### src/rtl/cgra_obi_arbiter.sv
// ---------------------------------------------------------------------------
// cgra_obi_arbiter : round-robin OBI arbiter with grant lock and in-order ID FIFO
// Option macro: CGRA_ARB_PORT0_PRIO_EN (port 0 fixed priority).  Rev 1.0
// ---------------------------------------------------------------------------
`default_nettype none

package cgra_obi_pkg;
  typedef struct packed {
    logic        req;
    logic [31:0] addr;
    logic        we;
    logic [3:0]  be;
    logic [31:0] wdata;
  } obi_req_t;

  typedef struct packed {
    logic        gnt;
    logic        rvalid;
    logic [31:0] rdata;
  } obi_resp_t;
endpackage

module cgra_obi_arbiter #(
  parameter int  N_PORTS         = 4,
  parameter int  MAX_OUTSTANDING = 4,
  parameter type obi_req_t       = cgra_obi_pkg::obi_req_t,
  parameter type obi_resp_t      = cgra_obi_pkg::obi_resp_t,
  localparam int CW              = $clog2(MAX_OUTSTANDING + 1)
) (
  input  logic          clk_i,
  input  logic          rst_ni,
  input  obi_req_t      req_i  [N_PORTS],
  output obi_resp_t     resp_o [N_PORTS],
  output obi_req_t      master_req_o,
  input  obi_resp_t     master_resp_i,
  output logic [CW-1:0] outstanding_o,
  output logic          busy_o,
  output logic          err_o
);

  localparam int PW = $clog2(N_PORTS);
  localparam int AW = (MAX_OUTSTANDING > 1) ? $clog2(MAX_OUTSTANDING) : 1;

  logic [PW-1:0] r_rr_ptr;
  logic          r_lock;
  logic [PW-1:0] r_lock_id;
  logic [PW-1:0] r_fifo [2**AW];
  logic [AW-1:0] r_wr_ptr;
  logic [AW-1:0] r_rd_ptr;
  logic [CW-1:0] r_count;
  logic          r_err;

  logic [PW-1:0] w_sel;
  logic          w_full;
  logic          w_mreq;
  logic          w_push;
  logic          w_pop;
  logic [PW-1:0] w_head;
  logic [PW-1:0] w_rr_next;

  always_comb begin
    logic          found;
    logic [PW-1:0] idx;
    found = 1'b0;
    idx   = '0;
    w_sel = r_lock_id;
    if (!r_lock) begin
      w_sel = '0;
`ifdef CGRA_ARB_PORT0_PRIO_EN
      if (req_i[0].req) begin
        found = 1'b1;
      end
`endif
      // Port 0 only reaches this scan when it is not requesting, so the
      // prioritised build needs no separate scan for ports 1..N-1.
      for (int k = 0; k < N_PORTS; k++) begin
        idx = PW'((int'(r_rr_ptr) + k) % N_PORTS);
        if (!found && req_i[idx].req) begin
          w_sel = idx;
          found = 1'b1;
        end
      end
    end
  end

  assign w_full    = (r_count == CW'(MAX_OUTSTANDING));
  // Gated by reset so nothing leaks onto the bus while held in reset.
  assign w_mreq    = rst_ni & req_i[w_sel].req & ~w_full;
  assign w_push    = w_mreq & master_resp_i.gnt;
  assign w_pop     = master_resp_i.rvalid & (r_count != '0);
  assign w_head    = r_fifo[r_rd_ptr];
  assign w_rr_next = (w_sel == PW'(N_PORTS - 1)) ? '0 : w_sel + 1'b1;

  always_comb begin
    master_req_o = '0;
    if (w_mreq) begin
      master_req_o = req_i[w_sel];
    end
    for (int i = 0; i < N_PORTS; i++) begin
      resp_o[i]     = '0;
      resp_o[i].gnt = w_push & (w_sel == PW'(i));
      if (w_pop && (w_head == PW'(i))) begin
        resp_o[i].rvalid = 1'b1;
        resp_o[i].rdata  = master_resp_i.rdata;
      end
    end
  end

  always_ff @(posedge clk_i or negedge rst_ni) begin
    if (!rst_ni) begin
      r_rr_ptr  <= '0;
      r_lock    <= 1'b0;
      r_lock_id <= '0;
      r_wr_ptr  <= '0;
      r_rd_ptr  <= '0;
      r_count   <= '0;
      r_err     <= 1'b0;
      for (int j = 0; j < 2**AW; j++) begin
        r_fifo[j] <= '0;
      end
    end else begin
      if (w_push) begin
        r_fifo[r_wr_ptr] <= w_sel;
        r_wr_ptr         <= (r_wr_ptr == AW'(MAX_OUTSTANDING - 1)) ? '0 : r_wr_ptr + 1'b1;
        r_lock           <= 1'b0;
`ifdef CGRA_ARB_PORT0_PRIO_EN
        if (w_sel != '0) begin
          r_rr_ptr <= w_rr_next;
        end
`else
        r_rr_ptr <= w_rr_next;
`endif
      end else if (w_mreq) begin
        r_lock    <= 1'b1;
        r_lock_id <= w_sel;
      end
      if (w_pop) begin
        r_rd_ptr <= (r_rd_ptr == AW'(MAX_OUTSTANDING - 1)) ? '0 : r_rd_ptr + 1'b1;
      end
      if (w_push && !w_pop) begin
        r_count <= r_count + 1'b1;
      end else if (!w_push && w_pop) begin
        r_count <= r_count - 1'b1;
      end
      if (master_resp_i.rvalid && (r_count == '0)) begin
        r_err <= 1'b1;
      end
    end
  end

  assign outstanding_o = r_count;
  assign busy_o        = w_mreq | (r_count != '0);
  assign err_o         = r_err;

endmodule

`default_nettype wire
### config.mk
export PLATFORM = sky130hd
export DESIGN_NAME = cgra_obi_arbiter
export DESIGN_NICKNAME = d
export VERILOG_FILES = /design/src/rtl/cgra_obi_arbiter.sv
export SDC_FILE = /design/constraint.sdc
export NUM_CORES = 1
export LEC_CHECK = 0
export ABC_AREA = 1
export ABC_CLOCK_PERIOD_IN_PS = 7160
export CORE_AREA = 10 10 197 199
export CTS_BUF_LIST = sky130_fd_sc_hd__clkbuf_8
export CTS_CLUSTER_DIAMETER = 40
export DETAILED_ROUTE_END_ITERATION = 10
export DIE_AREA = 0 0 207 209
export GPL_ROUTABILITY_DRIVEN = 0
export PLACE_DENSITY_LB_ADDON = 0.2
export SKIP_CTS_REPAIR_TIMING = 1
export SYNTH_ARGS = -nofsm -noshare
export SYNTH_HDL_FRONTEND = slang
export SYNTH_SLANG_ARGS = --single-unit
export TNS_END_PERCENT = 1
### constraint.sdc
create_clock -name clk_i -period 7.16 [get_ports clk_i]
set_clock_uncertainty 0.1 [all_clocks]
set_input_delay 1.432 -clock clk_i [delete_from_list [all_inputs] [get_ports clk_i]]
set_output_delay 1.432 -clock clk_i [all_outputs]
set_load 0.1 [all_outputs]
==> metrics.md, run 1 <==
| Metric | Value |
|---|---|
| Initial antenna violation count | 17 |
| Width of the die | 207 um |
| Max-slew violations | 0 |
| Worst setup EP type | primary output |
| Post-DP HPWL | 31.61 mm |
| CP Launch Type | primary input |
| Share of cells above drive strength 1 | 23.96% |
| Final setup viols | 0 |
| Final hold violation count | 0 |
| Final cycle utilization of the critical path | between 80% and 90% |
| Max_cap viols | 0 |
| Core area | 0.03505 mm^2 |
| Clk Latency, worst-skew pair | ~260 ps |
| Most frequent cells in the layout | clkdlybuf4s50_1, o21ai_0, nor2_1 |
| Number of CTS-inserted buffers | 3 |
| Vias/cell | 4.182 |
| Via Count | around 7200 |
| Yosys reg bits | 21 |
| Worst Max-Slew Pin Slew | 1114 ps |
| Critical path required time | 5630 ps |
| Setup CP Type | primary input to primary output |
| DRT antenna net count | 0 |
| Outcome | finished, final reports clean |
| Htree depth | 1 |
| CP most frequent cell | nand2_1 |
| Pin count of the biggest net entering global routing | roughly 140 |
| Layout area overhead | 126.6% |
| CTS Sinks | 21 |
| Crit path largest cell delay | 550 ps |
| Family with the most delay on the worst path | buffers and inverters |
| YS warnings | 0 |
| Post-route minimum period | just over 6000 ps |
| First-pass GRT wire length | between 50 and 60 mm |
| Library cells used by synthesis | 35 |
| Yosys top cell area share | between 20 and 25% |
| Synthesized netlist cell count | approximately 790 |
| Die height | between 200 and 250 um |
| Mapped cell area | roughly 0.0048 mm^2 |
| Ys async rst share | 100.0% |
| Vias in the first global route | approximately 7600 |
| RSZ-0062 raised after global routing | false |
| Die area | between 0.04 and 0.05 mm^2 |
| Synth top area cells | o21bai_1, o21ai_0, a21oi_2 |
| Final #Nets | 1584 |
| Worst-path fanout max | 36 |
| CP bufs+invs | 7 |
| Setup TNS | 0 ps |
| Tot GR Track Use | 16.33% |
| Drt wl/cell | 21.80 um |
| Total congestion overflow | 0 |
| Primary FF master, synth | dfrtp_1 |
| Io pins | 527 |
| Fmax | roughly 160 MHz |
| Post-synth EDFFs | 0 |
| CP max-delay cell | clkdlybuf4s50_1 |
| Root Buffer | clkbuf_8 |
| Maximum root-to-sink buffer count | 2 |
| Clock-pin slew on the worst setup and hold paths | approximately 80 ps |
| HP Class | flop to flop |
| Pre-antenna DRT Iters | 4 |
| Cell Chain, Critical Path | clkdlybuf4s50_1, inv_1, nand2_1, nand3_1, nand2_1, inv_2, nand2_1, nand2_1, nand3_1, nand3_2, nand2_4, inv_4, nor2_1, nor2_2, nor2_8, inv_6, buf_4, a21oi_2, buf_12 |
| Mean Syn Cell Area | ~6 um^2 |
| Iteration-0 DRC Markers | just over 400 |
| Row Count | 69 |
| Max-slew headroom | between 20 and 30% |
| WP data arrival | between 4000 and 5000 ps |
| Port Buffer Count | 526 |
| DRC Markers | 0 |
| Starting Density | a little over an eighth |
| Sequential fraction of the synthesis area | between 10% and 20% |
| CTS tree | yes |
| Largest area contributor in the netlist | o21bai_1 |
| Commonest non-fill, non-tap cell in the layout | clkdlybuf4s50_1 |
| Post-synth net total | 1113 |
| WL final | roughly 38 mm |
==> state kept, by name (all words and copies together), names as in the netlist <==
signal         flops
r_lock             1
r_fifo             8
r_wr_ptr           2
r_lock_id          2
r_rd_ptr           2
err_o              1
r_rr_ptr           2
outstanding_o      3
==> final timing paths <==
kind                                               from                            to  slack [ps]  depth (start not counted)
worst max-delay path                          req_i[69]               master_req_o[7]         930                         19
worst min-delay path                  err_o$_DFFE_PN0P_             err_o$_DFFE_PN0P_         370                          1
worst max register to register  r_rr_ptr[0]$_DFFE_PN0P_  outstanding_o[2]$_DFFE_PN0P_        3120                         22
worst min register to register        err_o$_DFFE_PN0P_             err_o$_DFFE_PN0P_         370                          1
max in group asynchronous                        rst_ni         r_fifo[0]$_DFFE_PN0P_        5290                          2
min in group asynchronous                        rst_ni       r_rd_ptr[1]$_DFFE_PN0P_        1430                          2
==> cell families after synthesis <==
logic type	synth area share, %
multiplexers	0.2344
AND/OR/NAND/NOR	22.40
XOR/XNOR	0.3646
AO/OA/AOI/OAI	50.49
adder cells (fa/ha/maj)	3.021
buffers and inverters	12.55
flip-flops	10.94
==> through the flow <==
step	util (%)	cells	instance area [um^2]	hold WS, ps	setup WS, ps
6_report	31.06	1728	10890	367.4	932.2
3_5_place_dp	30.86	1713	10820	361.8	934.0
3_3_place_gp	30.86	1713	10820	355.1	979.6
4_1_cts	30.98	1717	10860	380.8	900.5
2_1_floorplan	-	786	4805	341.7	616.3
5_1_grt	31.06	1727	10890	396.1	670.4
==> synth_stat cells (3+ instances only) <==
cell type and instances:
dfrtp_1 21, o21ai_1 3, nand2_1 79, nand3_1 15
o21ai_0 143, a21oi_2 69, o21bai_1 138, buf_2 14
buf_6 10, buf_4 3, clkbuf_1 41, inv_1 57
nand4_1 10, nor2_1 142, ha_1 10, a21oi_1 3
inv_2 4, nand2_2 3
==> per-layer routing <==
metal  GRT usage, %  share of wire (%)
met5              0               0.19
met4          5.059                1.9
met3          7.024                9.9
met2          29.55                 51
met1          16.63                 37
==> worst register-to-register path, cell delays in order (launching register included) <==
cell     delay (ps)
dfrtp_1         590
inv_2           180
nand2_1         110
nand2_1          70
nand2_1          80
nand2_1          90
inv_2            80
nand3_1          60
nand3_1         110
nand3_2         110
nand2_4         360
inv_4           190
nor2_1          150
nor2_2           90
nor2_8          280
nand2_4         170
inv_2           130
ha_1            150
inv_1            60
fa_1            380
a21oi_1         140
o21ai_0         120
xnor2_1         130
==> layout make-up <==
class	instances	area, um^2
Antenna cell	11	27.53
Clock buffer	3	41.29
Clock inverter	1	3.754
Fill cell	3797	24160
Inverter	63	244.0
Multi-Input combinational cell	634	3676
Sequential cell	21	525.5
Tap cell	461	576.8
Timing Repair Buffer	534	5793
Power of run 1 is left out: the tool's default activity adds up to more than one toggle a clock period on the data nets, which glitch-free logic cannot reach.
==> inputs of run 2 (changes only) <==
--- a/config.mk
+++ b/config.mk
@@ -8,7 +8,7 @@
 export ABC_AREA = 1
 export ABC_CLOCK_PERIOD_IN_PS = 7160
 export CORE_AREA = 10 10 197 199
-export CTS_BUF_LIST = sky130_fd_sc_hd__clkbuf_8
+export CTS_BUF_LIST = sky130_fd_sc_hd__clkbuf_4
 export CTS_CLUSTER_DIAMETER = 40
 export DETAILED_ROUTE_END_ITERATION = 10
 export DIE_AREA = 0 0 207 209
==> run 2 against run 1 <==
Final cell count about the same. Highest routed layer unchanged. Worst setup slack worse by 0.57 ps. Hold slack better by 11 ps. Critical path depth unchanged. Global-route usage about the same. Maximum frequency about the same. Flip-flop and latch count unchanged. Count of clock-buffer cells in the layout up 1. Critical endpoint unchanged. Routed wire length down 0.15%. Non-clock buffer count unchanged. Register-to-register slack worse by 20 ps.
==> metrics.md, run 2 (synthesis gave the netlist of run 1 again) <==
| Metric | Value |
|---|---|
| Cell Chain, Critical Path | clkdlybuf4s50_1, inv_1, nand2_1, nand3_1, nand2_1, inv_2, nand2_1, nand2_1, nand3_1, nand3_2, nand2_4, inv_4, nor2_1, nor2_2, nor2_8, inv_6, buf_4, a21oi_2, buf_12 |
| Drt wl/cell | 21.76 um (-0.20%) |
| Tot GR Track Use | 16.32% (about the same) |
| Die area | 0.04326 mm^2 (unchanged) |
| Outcome | finished, final reports clean |
| Max-slew headroom | 26.05% (+0.38 points) |
| Commonest non-fill, non-tap cell in the layout | clkdlybuf4s50_1 |
| Total congestion overflow | 0 (unchanged) |
| Post-route minimum period | 6228 ps (+0.5710 ps) |
| RSZ-0062 raised after global routing | false |
| CP Launch Type | primary input |
| Fillers | 3796 (-0.026%) |
| Core area | 0.03505 mm^2 (unchanged) |
| Most frequent cells in the layout | clkdlybuf4s50_1, o21ai_0, nor2_1 |
| Via Count | 7261 (+0.47%) |
| Worst-path fanout max | 36 (unchanged) |
| CP bufs+invs | 7 (unchanged) |
| Area of the multi-input gates | 0.003676 mm^2 (unchanged) |
| Worst setup EP type | primary output |
| Family with the most delay on the worst path | buffers and inverters |
| WL final | 37.62 mm (-0.15%) |
| CP most frequent cell | nand2_1 |
| Setup CP Type | primary input to primary output |
| Maximum root-to-sink buffer count | 2 (unchanged) |
| Htree depth | 1 (unchanged) |
| First-pass GRT wire length | 54.28 mm (about the same) |
| Largest register FFs | 8 (unchanged) |
| Width of the die | 207 um (unchanged) |
| Number of CTS-inserted buffers | 3 (unchanged) |
| Io pins | 527 (unchanged) |
| Final #Nets | 1584 (unchanged) |
| Pre-antenna DRT Iters | 4 (unchanged) |
| Share of cells above drive strength 1 | 24.04% (+0.080 points) |
| Clk Latency, worst-skew pair | 310 ps (+50 ps) |
| Crit path largest cell delay | 550 ps (about the same) |
| Clock-pin slew on the worst setup and hold paths | 120 ps (+40 ps) |
| Row Count | 69 (unchanged) |
| Die height | 209 um (unchanged) |
| CP max-delay cell | clkdlybuf4s50_1 |
| Root Buffer | clkbuf_4 |
| Sequential cell area | 525.5 um^2 (unchanged) |
| Vias/cell | 4.200 (+0.41%) |
| Final setup viols | 0 (unchanged) |
| Initial antenna violation count | 18 (+1) |
| Max_cap viols | 0 (unchanged) |
| Pin count of the biggest net entering global routing | 135 (unchanged) |
| Hold path cells | 1 (unchanged) |
| CTS tree | yes |
| Biggest register | r_fifo |
| Critical path required time | 5630 ps (about the same) |
| Final cycle utilization of the critical path | 86.99% (about the same) |
| Starting Density | 13.71% (unchanged) |
| DRC Markers | 0 (unchanged) |
| Setup TNS | 0 ps (unchanged) |
| Post-DP HPWL | 31.61 mm (unchanged) |
| Vias in the first global route | 7644 (-0.039%) |
| Layout area overhead | 126.4% |
| HP Class | flop to flop |
| WP data arrival | 4700 ps (about the same) |
| Max-slew violations | 0 (unchanged) |
| Iteration-0 DRC Markers | 438 (+7.1%) |
| Fmax | 160.6 MHz (about the same) |
| DRT antenna net count | 0 (unchanged) |
| CTS Sinks | 21 (unchanged) |
| Worst Max-Slew Pin Slew | 1108 ps (-5.725 ps) |
| Worst Reg-to-Reg Cells | 22 (unchanged) |
| Port Buffer Count | 526 (unchanged) |
| Final hold violation count | 0 (unchanged) |
| WP depth | 19 (unchanged) |
==> run 2: stage by stage <==
stage                     utilization, %  cells  setup slack (ps)  instance area (um^2)  hold slack [ps]
after floorplan                        -    786             616.3                  4805            341.7
after global placement             30.86   1713             979.6                 10820            355.1
after detailed placement           30.86   1713             934.0                 10820            361.8
after CTS                          30.94   1717             900.6                 10850            391.6
after global routing               31.02   1728             670.4                 10870            407.6
final                              31.03   1729             931.7                 10880            377.9
==> run 2: metal layers <==
layer  global-route usage (%)  wire, um
met3                    6.979      3786
met1                    16.63     13630
met4                    5.059       698
met2                    29.54     19430
met5                        0        71
==> run 2: area by class of cell <==
class                   count  area share [%]
repair buffers            534           53.27
inverters                  63           2.243
clock buffers               4          0.2761
well taps                 461           5.304
diodes                     12          0.2761
multi-input cells         634           33.80
flip-flops and latches     21           4.832
==> run 2: path summary, 6_finish.rpt <==
path	startpoint	end	slack (ps)
max	req_i[69]	master_req_o[7]	930
min	err_o$_DFFE_PN0P_	err_o$_DFFE_PN0P_	380
max reg2reg	r_rr_ptr[0]$_DFFE_PN0P_	outstanding_o[2]$_DFFE_PN0P_	3100
min reg2reg	err_o$_DFFE_PN0P_	err_o$_DFFE_PN0P_	380
max in group asynchronous	rst_ni	r_fifo[0]$_DFFE_PN0P_	5350
min in group asynchronous	rst_ni	r_rd_ptr[1]$_DFFE_PN0P_	1370
Power of run 2 is left out for the same reason.
